`config.mk`:
```
export PLATFORM = sky130hd
export DESIGN_NAME = sdram_arbiter
export DESIGN_NICKNAME = d
export VERILOG_FILES = /design/src/rtl/sdram_arbiter.sv
export SDC_FILE = /design/constraint.sdc
export NUM_CORES = 2
export LEC_CHECK = 0
export BUFFER_PORTS_ARGS = -buffer_cell sky130_fd_sc_hd__buf_2
export CORE_AREA = 2 2 636 638
export DETAILED_ROUTE_END_ITERATION = 10
export DIE_AREA = 0 0 638 640
export GPL_ROUTABILITY_DRIVEN = 1
export PLACE_DENSITY = 0.33
export SETUP_SLACK_MARGIN = 0.05
export SYNTH_ARGS = -nofsm -noshare
export SYNTH_HDL_FRONTEND = slang
export SYNTH_SLANG_ARGS = --single-unit
```
`constraint.sdc`:
```
create_clock -name clk -period 46.4 [get_ports clk]
set_input_delay 9.28 -clock clk [delete_from_list [all_inputs] [get_ports clk]]
set_output_delay 9.28 -clock clk [all_outputs]
set_load 0.1 [all_outputs]
```
`src/rtl/sdram_arbiter.sv`:
```
// Two-port round-robin arbiter that funnels cache-line requests onto one SDRAM controller.
// At most one controller transaction is outstanding; each port latches one pending request.
module sdram_arbiter #(
   parameter int ADDR_W = 21,
   parameter int DATA_W = 256
) (
   input  logic              clk,
   input  logic              reset,
   input  logic [ADDR_W-1:0] a_addr,
   input  logic [DATA_W-1:0] a_data,
   input  logic              a_we,
   input  logic              a_start,
   output logic              a_done,
   output logic [DATA_W-1:0] a_q,
   input  logic [ADDR_W-1:0] b_addr,
   input  logic [DATA_W-1:0] b_data,
   input  logic              b_we,
   input  logic              b_start,
   output logic              b_done,
   output logic [DATA_W-1:0] b_q,
   output logic [ADDR_W-1:0] sdc_addr,
   output logic [DATA_W-1:0] sdc_data,
   output logic              sdc_we,
   output logic              sdc_start,
   input  logic              sdc_done,
   input  logic [DATA_W-1:0] sdc_q
);

   typedef enum logic [1:0] {IDLE, ISSUE, WAIT} state_t;

   state_t            state, state_nxt;
   logic              pend_a, pend_b;
   logic [ADDR_W-1:0] req_a_addr, req_b_addr;
   logic [DATA_W-1:0] req_a_data, req_b_data;
   logic              req_a_we, req_b_we;
   logic              grant;       // 1 = port B owns the in-flight transaction
   logic              last_grant;  // 1 = port B completed most recently
   logic              sel_b;
   logic              launch;
   logic              finish;

   // On a tie the port that did not complete last wins.
   assign sel_b  = pend_b & (~pend_a | ~last_grant);
   assign launch = (state == IDLE) & (pend_a | pend_b);
   assign finish = (state == WAIT) & sdc_done;

   always_ff @(posedge clk or posedge reset) begin
      if (reset) begin
         pend_a     <= 1'b0;
         req_a_addr <= '0;
         req_a_data <= '0;
         req_a_we   <= 1'b0;
      end else if (a_start && !pend_a) begin
         pend_a     <= 1'b1;
         req_a_addr <= a_addr;
         req_a_data <= a_data;
         req_a_we   <= a_we;
      end else if (finish && !grant) begin
         pend_a     <= 1'b0;
      end
   end

   always_ff @(posedge clk or posedge reset) begin
      if (reset) begin
         pend_b     <= 1'b0;
         req_b_addr <= '0;
         req_b_data <= '0;
         req_b_we   <= 1'b0;
      end else if (b_start && !pend_b) begin
         pend_b     <= 1'b1;
         req_b_addr <= b_addr;
         req_b_data <= b_data;
         req_b_we   <= b_we;
      end else if (finish && grant) begin
         pend_b     <= 1'b0;
      end
   end

   always_ff @(posedge clk or posedge reset) begin
      if (reset) state <= IDLE;
      else       state <= state_nxt;
   end

   always_comb begin
      state_nxt = state;
      case (state)
         IDLE:    if (pend_a || pend_b) state_nxt = ISSUE;
         ISSUE:   state_nxt = WAIT;
         WAIT:    if (sdc_done) state_nxt = IDLE;
         default: state_nxt = IDLE;
      endcase
   end

   always_comb begin
      sdc_start = (state == ISSUE);
   end

   // Controller-side request is loaded once per grant and held through WAIT.
   always_ff @(posedge clk or posedge reset) begin
      if (reset) begin
         grant      <= 1'b0;
         last_grant <= 1'b1;
         sdc_addr   <= '0;
         sdc_data   <= '0;
         sdc_we     <= 1'b0;
         a_done     <= 1'b0;
         b_done     <= 1'b0;
         a_q        <= '0;
         b_q        <= '0;
      end else begin
         a_done <= 1'b0;
         b_done <= 1'b0;
         if (launch) begin
            grant    <= sel_b;
            sdc_addr <= sel_b ? req_b_addr : req_a_addr;
            sdc_data <= sel_b ? req_b_data : req_a_data;
            sdc_we   <= sel_b ? req_b_we   : req_a_we;
         end
         if (finish) begin
            last_grant <= grant;
            if (grant) begin
               b_q    <= sdc_q;
               b_done <= 1'b1;
            end else begin
               a_q    <= sdc_q;
               a_done <= 1'b1;
            end
         end
      end
   end

endmodule

```
==> metrics.md <==
| Metric | Value |
|---|---|
| Post-route clock period utilization | `approximately 29%` |
| Clock sinks | `1,354` |
| Most common cell in the synthesized netlist | `dfrtp_1` |
| Final setup vio count | `0` |
| Number of buffers added on ports | `roughly 1,600` |
| CTS buffer count | `between 150 and 200` |
| Core area | `401,000 sq um` |
| Synth Area in XOR/XNOR | `0%` |
| Hold Crit Class | `flip-flop to flip-flop` |
| Sequential element share of the synthesized area | `between 60% and 70%` |
| Mux share of post-synthesis cell area | `between 30 and 40%` |
| Post-CTS Setup Inserts | `0` |
| Synthesized cell area | `around 55,000 sq um` |
| HPWL after DPL | `194,000 um` |
| Std cell rows | `~230` |
| Starting density of the core | `between 10 and 15%` |
| CTS tree | `done` |
| WP data arrival | `between 10 and 15 ns` |
| Mapped Nets | `between 4,000 and 5,000` |
| Post-Synth Adder-Cell Area | `0%` |
| # IOs | `1,610` |
| Layout cell share with drive strength beyond 1 | `60.3%` |
| Crit path max fanout | `70` |
| Simple-Gate Fraction of Synth Area | `5.35%` |
| Metal3 WL | `around 23,000 um` |
| Area growth, synth to finish | `35.7%` |
| Top sig layer | `met5` |
| Post-CTS Resized | `0` |
| Final std cells w/o fill | `10,900` |
| Net count, final | `6,176` |
| Initial DRC Count | `~1,800` |
| ANT nets after route | `0` |
| Ranking of synthesized cells by area | `dfrtp_1 61%, mux2_2 20%, mux2_4 11%, nand2_1 5.2%, buf_2 0.92%` |
| Cells after DPL | `between 10,000 and 15,000` |
| Largest net degree at the start of global routing | `roughly 150` |
| Worst setup path category | `input port to async pin` |
| Met2 wire length | `about 120,000 um` |
| Wire length per cell | `23.2 um` |
| CTS Root Cell | `clkbuf_16` |
| Worst-Skew Late Latency | `about 0.86 ns` |
| Yosys warning total | `0` |
| Crit start category | `input port` |
| FMAX | `approximately 75 MHz` |
| Avg Cell Area, Syn | `14.8 sq um` |
| Clk slew on worst S/H paths | `around 0.05 ns` |
| Initial antenna violation count | `approximately 230` |
| Die area | `around 410,000 sq um` |
| Run status | `finished clean` |
| H-tree depth | `4` |
| Crit end category | `async pin` |
| Worst Path Required | `47.22 ns` |
| Period minus WS final | `13.38 ns` |
| Number of synthesized flops with an enable pin | `0` |
| Rel. slew slack | `between 20% and 30%` |
| Pre-Repair DR Iteration Count | `5` |
| Clock skew | `between 0.04 and 0.05 ns` |
| Synth cell count leaders | `1,353 x dfrtp_1, 968 x mux2_2, 770 x nand2_1` |
| Ys flop type | `dfrtp_1` |
| Hold buffers post-CTS | `0` |
| Placer Congestion | `between 0.8 and 0.9` |
| Synth Register Bits | `approximately 1,400` |
| Die H | `about 640 um` |
| Gr ovfl total | `0` |
| Gate Count Post-Synth | `3,718` |
| Distinct cells, synth | `25` |
| Post-synthesis compound-gate area fraction | `0.0453%` |
| Post-synth top area share | `roughly three fifths` |
| Share of flip-flops with an asynchronous set or reset | `100%` |
| Max clock buf depth | `4` |
| Worst slew pin tran | `1.05 ns` |
| Vias in the first global route | `38,500` |
| Fin Setup TNS | `0 ns` |
| Fin. Hold Viols | `0` |
| Via count | `between 30,000 and 40,000` |
| GRT Util Overall | `approximately an eighth` |
| Drt drc | `0` |
| Final wirelength | `252,000 um` |
| Largest area contributor in the netlist | `dfrtp_1` |
| Max Cap Violations | `0` |
| RSZ-0062 raised after global routing | `no` |
| Largest family of logic cells by synthesized area | `multiplexers` |
| Slew Viols, Final | `0` |
| Die Span X | `around 640 um` |
| Vias/cell | `~3.4` |
| WL met1 | `between 100,000 and 150,000 um` |
| Global-route wire length before repair | `approximately 340,000 um` |
[cell usage in the layout (no fill, tap or decap), types with 2 or more instances in the layout]
master,n
a21o_1,2
buf_12,5
buf_2,1609
buf_4,55
bufinv_16,3
clkbuf_1,47
clkbuf_16,183
clkbuf_8,43
clkinv_2,23
clkinv_4,3
clkinv_8,2
clkinvlp_4,3
dfrtp_1,1353
diode_2,84
inv_16,2
inv_6,3
inv_8,2
mux2_2,968
mux2_4,400
nand2_1,770
nor2b_4,2
[cells by family after synthesis]
family,Yosys count
flops,1354
buf+inv,212
mux,1369
compound gates,3
simple gates,780
[worst paths after layout]
path	start	to	slack, ns	cells after the start
hold / removal	b_q[57]	b_q[57]	0.47	2
max in group clk	a_start	req_a_data[210]	33.02	8
setup / recovery	reset	b_q[200]	33.02	8
min in group asynchronous	reset	sdc_data[29]	8.50	2
setup reg to reg	pend_b	sdc_data[210]	40.17	9
hold reg to reg	b_q[57]	b_q[57]	0.47	2
[registers in the layout, summed over array words and instances (netlist names), 21 cells and up]
name / cells
req_b_addr: 21
req_b_data: 256
b_q: 256
req_a_data: 256
sdc_addr: 21
a_q: 256
sdc_data: 256
req_a_addr: 21
[worst max-delay path, cell delays in order]
cell,delay (ns)
buf_2,0.11
clkinvlp_4,0.38
buf_4,0.68
buf_4,0.49
buf_4,0.55
buf_4,0.70
buf_4,0.80
buf_4,0.85
[layer usage]
| metal | global-route usage, % | vias up |
|---|---|---|
| met2 | 20.1 | 1481 |
| met4 | 2.81 | 100 |
| met3 | 4.63 | 588 |
| met1 | 14.0 | 18900 |
| li1 | - | 16100 |
| met5 | 0 | - |
[stage by stage]
step / setup slack, ns / instance area [sq um] / utilization [%] / hold slack (ns)
2_1_floorplan: 18.39 / 55200 / - / 0.439
3_3_place_gp: 32.00 / 69000 / 17.2 / 0.452
3_5_place_dp: 31.88 / 69000 / 17.2 / 0.457
4_1_cts: 32.86 / 74700 / 18.6 / 0.471
5_1_grt: 32.31 / 74700 / 18.6 / 0.484
6_report: 33.02 / 74900 / 18.7 / 0.467
[cell type report]
type | count | area [sq um]
Antenna cell | 84 | 210
Clock buffer | 273 | 5350
Clock inverter | 38 | 345
Fill cell | 44000 | 327000
Inverter | 4 | 33.8
Multi-Input combinational cell | 2152 | 19900
Sequential cell | 1354 | 33900
Tap cell | 5287 | 6620
Timing Repair Buffer | 1669 | 8570
Power is left out: the tool's default activity adds up to more than one toggle a clock period on the data nets, which glitch-free logic cannot reach.
